## src/rtl/ps2_keypad_decoder.sv

```systemverilog
// PS/2 scancode stream to Chip-8 16-key matrix, with break/extended prefix
// handling, two key layouts and a press/release event FIFO for the CPU.
module ps2_keypad_decoder #(
  parameter int unsigned SYNC_STAGES      = 2,
  parameter int unsigned FIFO_DEPTH       = 4,
  parameter bit          TYPEMATIC_FILTER = 1'b1
) (
  input  logic                               clk,
  input  logic                               rst_n,
  input  logic                               ps2_ready,
  input  logic [7:0]                         ps2_data,
  input  logic                               layout,
  input  logic                               clear,
  output logic [15:0]                        key_matrix,
  output logic                               any_key,
  output logic                               evt_valid,
  output logic [3:0]                         evt_key,
  output logic                               evt_pressed,
  input  logic                               evt_pop,
  output logic [$clog2(FIFO_DEPTH+1)-1:0]    evt_count,
  output logic                               overflow
);

  localparam int unsigned CW = $clog2(FIFO_DEPTH + 1);
  localparam int unsigned PW = $clog2(FIFO_DEPTH);

  localparam logic [1:0] IDLE    = 2'd0;
  localparam logic [1:0] BRK     = 2'd1;
  localparam logic [1:0] EXT     = 2'd2;
  localparam logic [1:0] EXT_BRK = 2'd3;

  logic [SYNC_STAGES-1:0] sync_q;
  logic                   sync_prev;
  logic                   strobe;
  logic [7:0]             byte_q;
  logic                   layout_q;
  logic                   rise_c;
  logic                   layout_chg_c;

  assign rise_c       = sync_q[SYNC_STAGES-1] & ~sync_prev;
  assign layout_chg_c = layout ^ layout_q;

  // Bring the receiver strobe into clk and capture the byte on its rising edge.
  always_ff @(posedge clk or negedge rst_n) begin
    if (!rst_n) begin
      sync_q    <= '0;
      sync_prev <= 1'b0;
      strobe    <= 1'b0;
      byte_q    <= '0;
      layout_q  <= 1'b0;
    end else begin
      sync_q    <= {sync_q[SYNC_STAGES-2:0], ps2_ready};
      sync_prev <= sync_q[SYNC_STAGES-1];
      strobe    <= rise_c;
      layout_q  <= layout;
      if (rise_c) byte_q <= ps2_data;
    end
  end

  // Returns {hit, key} for a scancode in the selected layout.
  function automatic logic [4:0] map_code(input logic [7:0] code, input logic ext,
                                          input logic lay);
    logic [4:0] r;
    r = 5'h00;
    if (!lay && !ext) begin
      case (code)
        8'h22: r = 5'h10;  8'h16: r = 5'h11;  8'h1E: r = 5'h12;  8'h26: r = 5'h13;
        8'h15: r = 5'h14;  8'h1D: r = 5'h15;  8'h24: r = 5'h16;  8'h1C: r = 5'h17;
        8'h1B: r = 5'h18;  8'h23: r = 5'h19;  8'h1A: r = 5'h1A;  8'h21: r = 5'h1B;
        8'h25: r = 5'h1C;  8'h2D: r = 5'h1D;  8'h2B: r = 5'h1E;  8'h2A: r = 5'h1F;
        default: r = 5'h00;
      endcase
    end else if (lay && !ext) begin
      case (code)
        8'h70: r = 5'h10;  8'h69: r = 5'h11;  8'h72: r = 5'h12;  8'h7A: r = 5'h13;
        8'h6B: r = 5'h14;  8'h73: r = 5'h15;  8'h74: r = 5'h16;  8'h6C: r = 5'h17;
        8'h75: r = 5'h18;  8'h7D: r = 5'h19;  8'h79: r = 5'h1A;  8'h7B: r = 5'h1B;
        8'h7C: r = 5'h1C;  8'h71: r = 5'h1F;
        default: r = 5'h00;
      endcase
    end else if (lay && ext) begin
      case (code)
        8'h4A: r = 5'h1D;
        8'h5A: r = 5'h1E;
        default: r = 5'h00;
      endcase
    end
    return r;
  endfunction

  logic [1:0]  state, state_next;
  logic [15:0] matrix_next;
  logic        push;
  logic [4:0]  push_evt;
  logic [4:0]  hit;
  logic        do_make, do_break;

  // Prefix FSM plus matrix update and event generation.
  always_comb begin
    state_next  = state;
    matrix_next = key_matrix;
    push        = 1'b0;
    push_evt    = '0;
    do_make     = 1'b0;
    do_break    = 1'b0;
    hit         = map_code(byte_q, (state == EXT) || (state == EXT_BRK), layout);
    if (clear || layout_chg_c) begin
      state_next  = IDLE;
      matrix_next = '0;
    end else if (strobe) begin
      case (state)
        IDLE: begin
          case (byte_q)
            8'hF0:                     state_next = BRK;
            8'hE0:                     state_next = EXT;
            8'hAA:                     matrix_next = '0;
            8'hE1, 8'hFA, 8'hFE, 8'hEE: begin end
            default:                   do_make = 1'b1;
          endcase
        end
        BRK: begin
          do_break   = 1'b1;
          state_next = IDLE;
        end
        EXT: begin
          if (byte_q == 8'hF0) begin
            state_next = EXT_BRK;
          end else begin
            do_make    = 1'b1;
            state_next = IDLE;
          end
        end
        default: begin
          do_break   = 1'b1;
          state_next = IDLE;
        end
      endcase
      if (do_make && hit[4]) begin
        matrix_next[hit[3:0]] = 1'b1;
        if (!(TYPEMATIC_FILTER && key_matrix[hit[3:0]])) begin
          push     = 1'b1;
          push_evt = {hit[3:0], 1'b1};
        end
      end
      if (do_break && hit[4] && key_matrix[hit[3:0]]) begin
        matrix_next[hit[3:0]] = 1'b0;
        push     = 1'b1;
        push_evt = {hit[3:0], 1'b0};
      end
    end
  end

  always_ff @(posedge clk or negedge rst_n) begin
    if (!rst_n) begin
      state      <= IDLE;
      key_matrix <= '0;
      any_key    <= 1'b0;
    end else begin
      state      <= state_next;
      key_matrix <= matrix_next;
      any_key    <= |matrix_next;
    end
  end

  logic [4:0]    mem [FIFO_DEPTH];
  logic [PW-1:0] wr_ptr, rd_ptr;
  logic          pop_c, full_c, push_ok_c;
  logic [CW-1:0] count_next_c;

  assign pop_c        = evt_pop & evt_valid;
  assign full_c       = (evt_count == CW'(FIFO_DEPTH));
  assign push_ok_c    = push & (~full_c | pop_c);
  assign count_next_c = evt_count + CW'(push_ok_c) - CW'(pop_c);
  assign evt_key      = mem[rd_ptr][4:1];
  assign evt_pressed  = mem[rd_ptr][0];

  // Event FIFO; a pop frees the slot a coincident push needs when full.
  always_ff @(posedge clk or negedge rst_n) begin
    if (!rst_n) begin
      for (int unsigned i = 0; i < FIFO_DEPTH; i++) mem[i] <= '0;
      wr_ptr    <= '0;
      rd_ptr    <= '0;
      evt_count <= '0;
      evt_valid <= 1'b0;
      overflow  <= 1'b0;
    end else if (clear) begin
      for (int unsigned i = 0; i < FIFO_DEPTH; i++) mem[i] <= '0;
      wr_ptr    <= '0;
      rd_ptr    <= '0;
      evt_count <= '0;
      evt_valid <= 1'b0;
      overflow  <= 1'b0;
    end else begin
      if (push_ok_c) begin
        mem[wr_ptr] <= push_evt;
        wr_ptr      <= wr_ptr + PW'(1);
      end
      if (pop_c) rd_ptr <= rd_ptr + PW'(1);
      if (push && !push_ok_c) overflow <= 1'b1;
      evt_count <= count_next_c;
      evt_valid <= (count_next_c != '0);
    end
  end

endmodule

```

## config.mk

```make
export PLATFORM = sky130hd
export DESIGN_NAME = ps2_keypad_decoder
export DESIGN_NICKNAME = d
export VERILOG_FILES = /design/src/rtl/ps2_keypad_decoder.sv
export SDC_FILE = /design/constraint.sdc
export NUM_CORES = 1
export LEC_CHECK = 0
export CORE_UTILIZATION = 52
export DETAILED_ROUTE_END_ITERATION = 8
export PLACE_DENSITY = 0.88
export SLEW_MARGIN = 20
export SYNTH_ARGS = -nofsm -noshare
export SYNTH_HDL_FRONTEND = slang
export SYNTH_SLANG_ARGS = --single-unit
```

## constraint.sdc

```tcl
create_clock -name clk -period 4.25 [get_ports clk]
set_clock_uncertainty 0.15 [all_clocks]
set_input_delay 0.425 -clock clk [delete_from_list [all_inputs] [get_ports clk]]
set_output_delay 0.425 -clock clk [all_outputs]
set_load 0.1 [all_outputs]
```

==> impl_metrics.tcl <==
set metrics [dict create \
    run_status "complete, but fails checks" \
    violations "setup timing" \
    stdcell_count 653 \
    grt_setup_unrepaired "true" \
    synth_cell_types 81 \
    fillCellCount 615 \
    synthFlopType "dfrtp_1" \
    path_clk_slew_ps 70 \
    drc 0 \
    htreeDepth 3 \
    seq_power_share_pct 37.4 \
    antenna_found_initial 0 \
    multi_input_area_um2 2610 \
    cp.arrival_ps 4460 \
    timing.hold.ws_ps 209 \
    dr_total_vias 4156 \
    postSynth.asyncResetShare_pct 100 \
    slew_headroom_pct 33.3 \
    switching_share_pct 36.4 \
    endpoint_kind "flop" \
    startpoint_type "flop" \
    syn_avg_cell_area_um2 9.43 \
    cts_tree "built" \
    period_share_pct 104 \
    n_antenna_cell 0 \
    cp_max_fo 4 \
    min_period_ps 4400 \
    fp.dieW_um 92.5 \
    vdd_drop_max_mv 0.443 \
    clk_latency_ps 340 \
    combinationalPowerShare_pct 33.8 \
    grt_usage_pct 29.8 \
    final_util_pct 70.1 \
    power_density_nw_per_um2 324 \
    ant_nets 0 \
    seqCellArea_um2 1530 \
    start_util_pct 54.6 \
    switching_power_uw 646 \
    portBuffers 40 \
    intPower_uw 1130 \
    place_inst 623 \
    syn_inst 452 \
    dr.pass1.iters 7 \
    grt_pass1_vias 3960 \
    die_area_um2 8560 \
    area_growth_syn_to_layout_pct 28.4 \
    via_per_inst 6.36 \
    synth_xor_area_share_pct 1.23 \
    drt_iter0_markers 364 \
    drive_gt1_share_pct 26.1 \
    cts_root_buf "clkbuf_8" \
    setup_viol 2 \
    wl_per_cell_um 18.9 \
    worstPathRequired_ps 4320 \
    synth-simple-area-share_pct 22.3 \
    yosysWarnings 0 \
    synth_edf_count 0 \
    placeableCoreArea_um2 7810 \
    synth_seq_area_share_pct 35.8 \
    critPathKind "reg2reg" \
    ys_seq_elements 61 \
    syn_area_um2 4260 \
    max_freq_mhz 227 \
    max_slew.worst_pin.slew_ps 998 \
    clockBufferDepth 2 \
    grt_pass1_wl_um 19800 \
    leakagePower_uw 0.00235 \
    yosys.area_share.adder_pct 3.99 \
    fin_ws_ps -150 \
    rows 32 \
    ios 41 \
    numCtsBuffers 9 \
    clockPowerShare_pct 28.8 \
    die_h_um 92.5 \
    drv_cap 0 \
    finalMaxSlewViolations 0 \
    grt_start_max_net_pins 52 \
    dp_hpwl_um 9110 \
    syn_nets 479 \
    hold_viol 0 \
    gp_congestion 0.960 \
    synth_mux_area_share_pct 12.2 \
    synth_compound_area_share_pct 18.9 \
    wl_um 12400 \
    final_net_count 573 \
    grt-ovfl-total 0 \
    cts_sinks 61 \
    synth_top_family_by_area "simple AND/OR/NAND/NOR gates" \
    hold_class "reg2reg" \
]
## power by group through the flow
stage / Clock [uW] / Sequential, uW / Combinational, uW
after floorplan: 0 / 753 / 290
after global placement: 0 / 669 / 537
after detailed placement: 0 / 672 / 554
after CTS: 513 / 662 / 569
after global routing: 538 / 669 / 636
final: 511 / 663 / 600
## worst paths after layout
path,start,slack (ps),to,cells past startpoint
worst max-delay path,byte_q[1]$_DFFE_PN0P_,-150,evt_valid$_DFF_PN0_,19
worst min-delay path,sync_q[0]$_DFF_PN0_,210,sync_q[1]$_DFF_PN0_,0
worst max register to register,byte_q[1]$_DFFE_PN0P_,-150,evt_valid$_DFF_PN0_,19
worst min register to register,sync_q[0]$_DFF_PN0_,210,sync_q[1]$_DFF_PN0_,0
max in group asynchronous,rst_n,2650,strobe$_DFF_PN0_,3
min in group asynchronous,rst_n,360,key_matrix[12]$_DFF_PN0_,2
## registers in the layout, indices dropped and copies added (netlist names)
register	count
sync_prev	1
any_key	1
strobe	1
key_matrix	16
mem	20
evt_count	3
state	2
layout_q	1
wr_ptr	2
evt_valid	1
sync_q	2
overflow	1
byte_q	8
rd_ptr	2
## placed cells by master (no fill, tap or decap), types with 9 or more instances in the layout
cell type,instances
clkdlybuf4s50_1,39
clkbuf_8,9
a21oi_1,17
a31oi_1,9
nand2_1,60
mux2i_1,20
dfrtp_1,59
o21ai_0,15
nand3_1,24
inv_1,16
buf_4,69
nor2_1,26
## metrics by stage
stage / area, um^2 / setup TNS [ps] / setup WS, ps / total power, uW
2_1_floorplan: 4330 / -135 / -89.1 / 1040
3_3_place_gp: 5100 / -194 / -118 / 1210
3_5_place_dp: 5100 / -761 / -343 / 1230
4_1_cts: 5370 / -186 / -128 / 1740
5_1_grt: 5470 / -625 / -324 / 1840
6_report: 5470 / -244 / -150 / 1770
## layer usage
layer	up-vias	track usage, %	routed length [um]
met5	-	0	0
met4	0	13.5	432
met3	55	5.83	1110
met2	250	47.0	5760
met1	1981	39.6	5050
li1	1870	-	-
## worst max-delay path: stages (launching register included)
cell	delay, ps
dfrtp_2	470
inv_4	110
ha_4	150
nand2_1	60
or3_4	410
a31oi_4	220
a21o_4	160
mux4_2	500
nor2_1	110
o32a_1	240
mux2i_4	280
inv_1	60
ha_1	270
inv_1	60
ha_2	170
inv_2	40
fa_2	340
xor2_2	150
xnor2_1	220
a31oi_1	120
## what timing repair did
action                                  in CTS  in global routing
endpoints found under the setup margin       2                  3
setup buffers                                6                  7
pin swaps                                    5                 11
hold endpoints to repair                    10                  0
resized for setup                            5                 15
hold buffers                                 1                  0
## kinds of logic after synthesis
| group | Yosys count |
|---|---|
| AND/OR/NAND/NOR | 179 |
| AO/OA/AOI/OAI | 105 |
| XOR/XNOR | 6 |
| multiplexers | 39 |
| buffers and inverters | 49 |
| flip-flops | 61 |
| adder cells (fa/ha/maj) | 13 |
## synthesized netlist by cell type (5+ instances only)
cell       n  area [um^2]
dfrtp_1   61         1530
nand2_1   60          225
nor2_1    29          109
nand3_1   24          120
mux2i_1   20          200
inv_1     19         71.3
a21oi_1   17         85.1
o21ai_0   16         80.1
clkbuf_1  13         48.8
ha_1      12          150
a31oi_1    9         56.3
a32o_1     7         70.1
mux4_2     7          158
nand2b_1   7         43.8
nor2b_1    6         37.5
and2_1     5         31.3
buf_2      5         25.0
buf_4      5         37.5
nor3_1     5         25.0
or2_2      5         31.3
## final cells by class
| type | count | share of cell area (%) |
|---|---|---|
| inverters | 21 | 1.53 |
| clock buffers | 10 | 2.33 |
| multi-input cells | 342 | 47.7 |
| clock inverters | 6 | 1.12 |
| well taps | 102 | 2.33 |
| flip-flops and latches | 61 | 27.9 |
| repair buffers | 111 | 17.1 |
Note: power is estimated with default switching activity, not from simulation.
